### src/rtl/alu_hs.sv
// rtl/alu_hs.sv - handshaked parametrised ALU with multi-cycle shift-add multiply
//
// Ports:
//   clk, rst             rising-edge clock, synchronous active-high reset
//   in_valid, in_ready   operation handshake (rd_reg1 = A, rd_reg2 = B, alu_op)
//   out_valid, out_ready result handshake
//   alu_output           registered result
//   flag_zero            registered result == 0
//   flag_carry           carry / borrow / shifted-out bit / MUL high half non-zero
//   flag_err             reserved opcode executed
module alu_hs #(
  parameter int WIDTH  = 8,
  parameter bit MUL_EN = 1'b1
) (
  input  logic             clk,
  input  logic             rst,
  input  logic             in_valid,
  output logic             in_ready,
  input  logic [WIDTH-1:0] rd_reg1,
  input  logic [WIDTH-1:0] rd_reg2,
  input  logic [3:0]       alu_op,
  output logic             out_valid,
  input  logic             out_ready,
  output logic [WIDTH-1:0] alu_output,
  output logic             flag_zero,
  output logic             flag_carry,
  output logic             flag_err
);

  localparam int CW = $clog2(WIDTH + 1);

  typedef enum logic [1:0] {
    S_IDLE = 2'd0,
    S_MUL  = 2'd1
  } state_t;

  state_t state_q, state_d;

  logic [WIDTH-1:0]   res_q, res_d;
  logic               zero_q, zero_d;
  logic               carry_q, carry_d;
  logic               err_q, err_d;
  logic               valid_q, valid_d;
  logic [2*WIDTH-1:0] a_sh_q, a_sh_d;
  logic [2*WIDTH-1:0] acc_q, acc_d;
  logic [WIDTH-1:0]   b_sh_q, b_sh_d;
  logic [CW-1:0]      cnt_q, cnt_d;

  logic               accept;
  logic               is_mul;
  logic [WIDTH:0]     sum;
  logic [WIDTH:0]     diff;
  logic [WIDTH-1:0]   op_res;
  logic               op_carry;
  logic               op_err;
  logic [2*WIDTH-1:0] acc_nxt;

  // A pending result blocks acceptance unless it is drained on the same edge.
  assign in_ready = (state_q == S_IDLE) && (!valid_q || out_ready);
  assign accept   = in_valid && in_ready;
  assign is_mul   = MUL_EN && (alu_op == 4'd12);

  assign sum  = {1'b0, rd_reg1} + {1'b0, rd_reg2};
  // The extra top bit of the difference is the borrow (A < B).
  assign diff = {1'b0, rd_reg1} - {1'b0, rd_reg2};

  assign acc_nxt = acc_q + (b_sh_q[0] ? a_sh_q : '0);

  // Single-cycle datapath; opcode 12 falls into the reserved arm when MUL_EN=0.
  always_comb begin
    op_res   = '0;
    op_carry = 1'b0;
    op_err   = 1'b0;
    case (alu_op)
      4'd0:  begin op_res = sum[WIDTH-1:0];  op_carry = sum[WIDTH];  end
      4'd1:  begin op_res = diff[WIDTH-1:0]; op_carry = diff[WIDTH]; end
      4'd2:  op_res = ~rd_reg1;
      4'd3:  begin op_res = rd_reg1 >> 1; op_carry = rd_reg1[0]; end
      4'd4:  begin op_res = rd_reg1 << 1; op_carry = rd_reg1[WIDTH-1]; end
      4'd5:  op_res = {{(WIDTH-1){1'b0}}, (rd_reg1 > rd_reg2)};
      4'd6:  op_res = {{(WIDTH-1){1'b0}}, (rd_reg1 == rd_reg2)};
      4'd7:  op_res = rd_reg2;
      4'd8:  op_res = rd_reg1;
      4'd9:  op_res = rd_reg1 & rd_reg2;
      4'd10: op_res = rd_reg1 | rd_reg2;
      4'd11: op_res = rd_reg1 ^ rd_reg2;
      default: op_err = 1'b1;
    endcase
  end

  always_comb begin
    state_d = state_q;
    res_d   = res_q;
    zero_d  = zero_q;
    carry_d = carry_q;
    err_d   = err_q;
    valid_d = valid_q;
    a_sh_d  = a_sh_q;
    b_sh_d  = b_sh_q;
    acc_d   = acc_q;
    cnt_d   = cnt_q;
    case (state_q)
      S_IDLE: begin
        if (valid_q && out_ready) valid_d = 1'b0;
        if (accept) begin
          if (is_mul) begin
            state_d = S_MUL;
            a_sh_d  = {{WIDTH{1'b0}}, rd_reg1};
            b_sh_d  = rd_reg2;
            acc_d   = '0;
            cnt_d   = '0;
            valid_d = 1'b0;
          end else begin
            res_d   = op_res;
            zero_d  = (op_res == '0);
            carry_d = op_carry;
            err_d   = op_err;
            valid_d = 1'b1;
          end
        end
      end
      S_MUL: begin
        acc_d  = acc_nxt;
        a_sh_d = a_sh_q << 1;
        b_sh_d = b_sh_q >> 1;
        cnt_d  = cnt_q + CW'(1);
        // Last iteration: publish the product straight from the adder output.
        if (cnt_q == CW'(WIDTH - 1)) begin
          state_d = S_IDLE;
          res_d   = acc_nxt[WIDTH-1:0];
          zero_d  = (acc_nxt[WIDTH-1:0] == '0);
          carry_d = |acc_nxt[2*WIDTH-1:WIDTH];
          err_d   = 1'b0;
          valid_d = 1'b1;
        end
      end
      default: state_d = S_IDLE;
    endcase
  end

  always_ff @(posedge clk) begin
    if (rst) begin
      state_q <= S_IDLE;
      res_q   <= '0;
      zero_q  <= 1'b0;
      carry_q <= 1'b0;
      err_q   <= 1'b0;
      valid_q <= 1'b0;
      a_sh_q  <= '0;
      b_sh_q  <= '0;
      acc_q   <= '0;
      cnt_q   <= '0;
    end else begin
      state_q <= state_d;
      res_q   <= res_d;
      zero_q  <= zero_d;
      carry_q <= carry_d;
      err_q   <= err_d;
      valid_q <= valid_d;
      a_sh_q  <= a_sh_d;
      b_sh_q  <= b_sh_d;
      acc_q   <= acc_d;
      cnt_q   <= cnt_d;
    end
  end

  assign out_valid  = valid_q;
  assign alu_output = res_q;
  assign flag_zero  = zero_q;
  assign flag_carry = carry_q;
  assign flag_err   = err_q;

endmodule
### config.mk
export PLATFORM = sky130hd
export DESIGN_NAME = alu_hs
export DESIGN_NICKNAME = d
export VERILOG_FILES = /design/src/rtl/alu_hs.sv
export SDC_FILE = /design/constraint.sdc
export NUM_CORES = 1
export LEC_CHECK = 0
export ABC_AREA = 1
export CAP_MARGIN = 20
export CORE_ASPECT_RATIO = 0.6
export CORE_MARGIN = 3
export CORE_UTILIZATION = 54
export DETAILED_ROUTE_END_ITERATION = 16
export PLACE_DENSITY_LB_ADDON = 0.15
export RECOVER_POWER = 100
export SLEW_MARGIN = 30
export SYNTH_ARGS = -nofsm -noshare
export SYNTH_HDL_FRONTEND = slang
export SYNTH_SLANG_ARGS = --single-unit
### constraint.sdc
create_clock -name clk -period 2.25 [get_ports clk]
set_clock_uncertainty 0.1 [all_clocks]
set_input_delay 0.5625 -clock clk [delete_from_list [all_inputs] [get_ports clk]]
set_output_delay 0.5625 -clock clk [all_outputs]
set_load 0.02 [all_outputs]
# After elaboration in Yosys (flattened, before gate mapping)
# Index checks and enable logic that the tools add are counted.
dict set report totals {
  ff_bits 58
  in_bits 24
  output_inout_bits 13
  word_cells 96
}
dict set report classes {
  add_sub_neg 4
  mux 41
  order_cmp 1
  n_eq_ne 20
  reduce_logical 16
  bitwise_logic 4
}
# operator count
set op_table {}
lappend op_table {{$pmux 8 s12} 1}
lappend op_table {{$mux 16} 5}
lappend op_table {{$pmux 16 s2} 2}
lappend op_table {{$mux 8} 5}
lappend op_table {{$pmux 8 s2} 2}
lappend op_table {{$eq 4x3->1 const B} 5}
lappend op_table {{$eq 4x4->1 const B} 5}
lappend op_table {{$add 16x16->16} 1}
lappend op_table {{$logic_not 8->1} 2}
lappend op_table {{$mux 1} 14}
lappend op_table {{$reduce_or 12->1} 1}
lappend op_table {{$add 8x8->9} 1}
lappend op_table {{$reduce_and 3->1} 3}
lappend op_table {{$sub 8x8->9} 1}
lappend op_table {{$and 8x8->8} 1}
lappend op_table {{$eq 4x2->1 const B} 2}
lappend op_table {{$eq 8x8->1} 1}
lappend op_table {{$gt 8x8->1} 1}
lappend op_table {{$mux 4} 2}
lappend op_table {{$ne 2x2->1 const B} 4}
lappend op_table {{$not 8->8} 1}
lappend op_table {{$or 8x8->8} 1}
lappend op_table {{$pmux 1 s2} 4}
lappend op_table {{$pmux 4 s2} 1}
lappend op_table {{other kinds (16)} 20}

# Depth between registers and ports, before layout
# Gate-level depths: netlist of run 1.
dict set report logic_depth {
  word_depth 6
  ltp_mapped 19
}

# Worst setup path before layout of run 1
# No wires, ideal clock.
dict set report synth_timing {
  path_kind {reg2reg}
  start {register b_sh_q[0]}
  end {register res_q[6], in the netlist alu_output[6]}
  n_path_buf 2
  slack_ns -0.180
  setup_ns 0.074
  stages_incl_launch_ff 14
  t_arrival_ns 2.256
  path_cell_list {dfxtp_1 > clkbuf_1 > clkbuf_1 > nand2_1 > inv_1 > ha_1 > fa_1 > nand3_1 > nand3_1 > nand2_1 > nand2_1 > xnor2_1 > or2_2 > a31oi_1}
}
dict set report synth_between {
  elab_chain_cells 4
}
# element line
set synth_rtl {}
lappend synth_rtl {{start: declaration} 46} ;# logic [WIDTH-1:0] b_sh_q, b_sh_d;
lappend synth_rtl {{start signal: assignment} 161} ;# b_sh_q <= b_sh_d;
lappend synth_rtl {{$mux 16} 67} ;# assign acc_nxt = acc_q + (b_sh_q[0] ? a_sh_q : '0);
lappend synth_rtl {{$add 16x16->16} 67}
lappend synth_rtl {{$mux 8} 128} ;# if (cnt_q == CW'(WIDTH - 1)) begin
lappend synth_rtl {{$pmux 8 s2} 102} ;# case (state_q)
lappend synth_rtl {{end signal: assignment} 155} ;# res_q <= res_d;
lappend synth_rtl {{end: declaration} 39} ;# logic [WIDTH-1:0] res_q, res_d;
# Every way passes these cells. The select of a mux whose other input is x is not followed.
# A chain may end at the register's enable or synchronous reset.

# Worst setup path in the final report of run 1
dict set report layout_timing {
  start {register b_sh_q[0]}
  end {register carry_q, in the netlist flag_carry}
}
dict set report layout_between {
  elab_chain_cells 5
}
# element line
set layout_rtl {}
lappend layout_rtl {{$mux 16} 67}
lappend layout_rtl {{$add 16x16->16} 67}
lappend layout_rtl {{$reduce_or 8->1} 132} ;# carry_d = |acc_nxt[2*WIDTH-1:WIDTH];
lappend layout_rtl {{$mux 1} 128}
lappend layout_rtl {{$pmux 1 s2} 102}
lappend layout_rtl {{end signal: assignment} 157} ;# carry_q <= carry_d;
lappend layout_rtl {{end: declaration} 41} ;# logic carry_q, carry_d;
# Every way passes these cells. The select of a mux whose other input is x is not followed.

==> results of run 1 <==
-- routing by layer --
layer / routed length, um / vias up
li1: - / 3011
met1: 8590 / 3096
met2: 8790 / 594
met3: 3690 / 131
met4: 773 / 2
met5: 16 / -
-- state kept, by name, indices dropped and copies added (netlist names), 4 cells and up --
name	count
b_sh_q	8
alu_output	8
cnt_q	4
a_sh_q	16
acc_q	16
-- worst reg2reg max path: stages (launching register included) --
cell,delay (ns)
dfxtp_4,0.38
buf_12,0.15
nand2_1,0.10
inv_2,0.07
ha_4,0.30
nand2_1,0.08
nand2_2,0.09
inv_1,0.09
nand2_1,0.08
nand2_1,0.10
nand3_1,0.15
nand2_1,0.10
nand2_1,0.10
nand2_1,0.08
nor2_2,0.15
nand3_1,0.08
nand2_1,0.09
a21oi_2,0.06
-- where the power goes --
part           total, mW  switching, mW  internal [mW]
Combinational      0.906          0.528          0.378
Sequential          1.07         0.0256           1.04
Clock               1.52          0.541          0.980
Total               3.50           1.09           2.40
-- final timing paths --
kind,end,startpoint,cells past startpoint
worst max register to register,flag_carry,b_sh_q[0],17
worst min register to register,flag_err,flag_err,2
worst max-delay path,flag_carry,b_sh_q[0],17
worst min-delay path,flag_err,flag_err,2
-- cells in the final DEF, fill, tap and decap left out, types with 10 or more instances in the layout --
cell,synthesis,final
a21oi_1,58,41
a21oi_2,0,15
a31oi_1,23,23
buf_4,1,124
dfxtp_1,57,56
dlygate4sd3_1,0,12
dlymetal6s2s_1,0,10
ha_1,42,20
ha_4,0,20
inv_1,97,76
inv_2,3,23
nand2_1,284,262
nand2_2,6,27
nand3_1,66,59
nand4_1,14,14
nor2_1,61,44
nor2_2,4,20
o21ai_0,40,36
-- cell type report --
| class | count | area [um^2] | area share (%) |
|---|---|---|---|
| clock inverters | 7 | 103 | 1.39 |
| multi-input cells | 650 | 3950 | 53.5 |
| inverters | 103 | 397 | 5.37 |
| well taps | 112 | 140 | 1.90 |
| flip-flops and latches | 57 | 1140 | 15.5 |
| clock buffers | 9 | 225 | 3.05 |
| repair buffers | 170 | 1430 | 19.3 |
-- logic make-up (layout without fill, tap and decap cells) --
family	Yosys count	after routing	synth area share [%]
AOI/OAI and AO/OA	136	136	14.6
xor gates and xnor gates	7	7	1.22
buffers and inverters	130	289	10.2
DFF	57	57	22.6
and+or+nand+nor	462	462	39.8
adders and majority gates	45	45	11.6
-- stage by stage --
step,setup WS (ns),hold slack (ns),cells
floorplan,-0.00433,0.340,837
global placement,-0.735,0.349,1087
detailed placement,-0.744,0.361,1087
CTS,-0.129,0.370,1105
global route,-0.277,0.407,1108
finish,-0.209,0.363,1108
-- timing repair --
action | in CTS | in global routing
pin swaps | 5 | 36
resized for setup | 42 | 126
endpoints found under the setup margin | 31 | 24
setup buffers | 2 | 3
endpoints found under the hold margin | 0 | 0
==> impl_metrics.env, run 1 <==
export IMPL_status="finished, violations left"
export IMPL_violations_in_the_final_reports="negative setup slack"
export IMPL_drt_antenna_violating_nets=0
export IMPL_grt_util_met2_pct=51.4
export IMPL_post_route_cell_area_um2=7390
export IMPL_async_reset_ff_share_pct=0
export IMPL_grt_max_degree=29
export IMPL_postSynthRegisterBits=57
export IMPL_leakagePower_nw=3.61
export IMPL_finalSetupViolations=10
export IMPL_synth_sequential_area_ratio_pct=22.6
export IMPL_max_vdd_ir_drop_mv=0.408
export IMPL_netlist_top_cells_count="nand2_1 (284), inv_1 (97), nand3_1 (66)"
export IMPL_critical_path_fanout_max=9
export IMPL_ys_types=40
export IMPL_ys_dominant_reg_cell="dfxtp_1"
export IMPL_cts_made_buffers=9
export IMPL_clock_latency_ns=0.34
export IMPL_slew_limit_headroom_pct=72.6
export IMPL_critPathRequiredTime_ns=2.37
export IMPL_ratio_of_total_power_to_cell_area_nw_per_um2=473
export IMPL_gr_layer_usage_met1_pct=51.1
export IMPL_final_max_slew_viol_count=0
export IMPL_cts_sinks=57
export IMPL_clockRootBuffer="clkbuf_16"
export IMPL_rsz0062_at_grt="true"
export IMPL_initial_core_util_pct=57.5
export IMPL_fmaxAchievable_ghz=0.407
export IMPL_timing_critical_path_max_delay_family="simple AND/OR/NAND/NOR gates"
export IMPL_buffer_ports_inserted=36
export IMPL_synth_top_area_cell="dfxtp_1"
export IMPL_crit_path_start_kind="register"
export IMPL_number_of_inserted_filler_cells_in_the_final_layout=530
export IMPL_finalHoldViolCount=0
export IMPL_core_area_um2=8780
export IMPL_ant_cells=0
export IMPL_path_buf_inv=3
export IMPL_finalNetCount=1060
export IMPL_synthTopCellsByArea="dfxtp_1 (23%), nand2_1 (21%), ha_1 (10%), inv_1 (7.2%), nand3_1 (6.5%)"
export IMPL_layout_drive_gt1_share_pct=30.2
export IMPL_period_needed_ns=2.46
export IMPL_h_tree_depth=3
export IMPL_area_of_the_die_um2=10600
export IMPL_fin_util_pct=84.1
export IMPL_crit_top_cell="nand2_1"
export IMPL_design_power_total_mw=3.50
export IMPL_critPathMaxStageDelay_ns=0.38
export IMPL_first_global_vias=5745
export IMPL_grtUsageTotal_pct=36.2
export IMPL_grt_pass1_wl_um=29400
export IMPL_syn_area_per_cell_um2=6.03
export IMPL_hp_class="register to register"
export IMPL_place_area_um2=6430
export IMPL_routed_via_density=6.17
export IMPL_finalSetupTns_ns=-0.812
export IMPL_final_critical_path_setup_slack_ns=-0.209
export IMPL_yosysMostFrequentCell="nand2_1"
export IMPL_cts_hold_buffers=0
export IMPL_crit_chain="buf_12 > nand2_1 > inv_2 > ha_4 > nand2_1 > nand2_2 > inv_1 > nand2_1 > nand2_1 > nand3_1 > nand2_1 > nand2_1 > nand2_1 > nor2_2 > nand3_1 > nand2_1 > a21oi_2"
export IMPL_synth_edf_count=0
export IMPL_routed_wire_length_per_instance_um=19.7
export IMPL_core_rowCount=26
export IMPL_routed_via_count=6834
export IMPL_ios=37
export IMPL_tightest_slew_ns=0.408
export IMPL_synthesis_nets=906
export IMPL_synth_area_um2=5050
export IMPL_timing_max_cap_violations=0
export IMPL_grt_met3_usage_pct=15.4
export IMPL_tritoncts="built"
export IMPL_dieHeight_um=80.9
export IMPL_remaining_drc_errors=0
export IMPL_drt_initial_drc_count=1285
export IMPL_yosys_warnings=0
export IMPL_area_delta_synth_final_pct=46.4
export IMPL_antenna_found_initial=0
export IMPL_cts_clk_slew_worst_paths_ns=0.06
export IMPL_routed_wirelength_um=21900
export IMPL_place_congestion=1.12
export IMPL_ctsLongestPathBuffers=2
export IMPL_crit_arrival_ns=2.58
export IMPL_final_min_period_over_clock_period_pct=109
export IMPL_drt_first_pass_iters=6
export IMPL_synth_top_area_share_pct=22.6
export IMPL_post_synth_inst_count=837
export IMPL_die_width_um=131
export IMPL_global_route_overflow_total=0
export IMPL_detailed_place_hpwl_um=14600
export IMPL_cp_end_kind="register"
export IMPL_grt_busiest_layer="met2"
export IMPL_critPathSlowestCell="dfxtp_4"
export IMPL_timing_setup_critical_path_class="register to register"
export IMPL_setup_reg_to_reg_worst_slack_ns=-0.21
Note: power is estimated with default switching activity, not from simulation.
==> run 2: changes to the inputs <==
CAP_MARGIN = 10   (was 20)
CTS_CLUSTER_DIAMETER = 60   (was default)
==> results of run 2 <==
No change in the layout: final DEF, timing and power equal those of run 1.
==> run 3: changes to the inputs <==
CTS_CLUSTER_DIAMETER = default   (was 60)
==> results of run 3 <==
No change in the layout: final DEF, timing and power equal those of run 1.
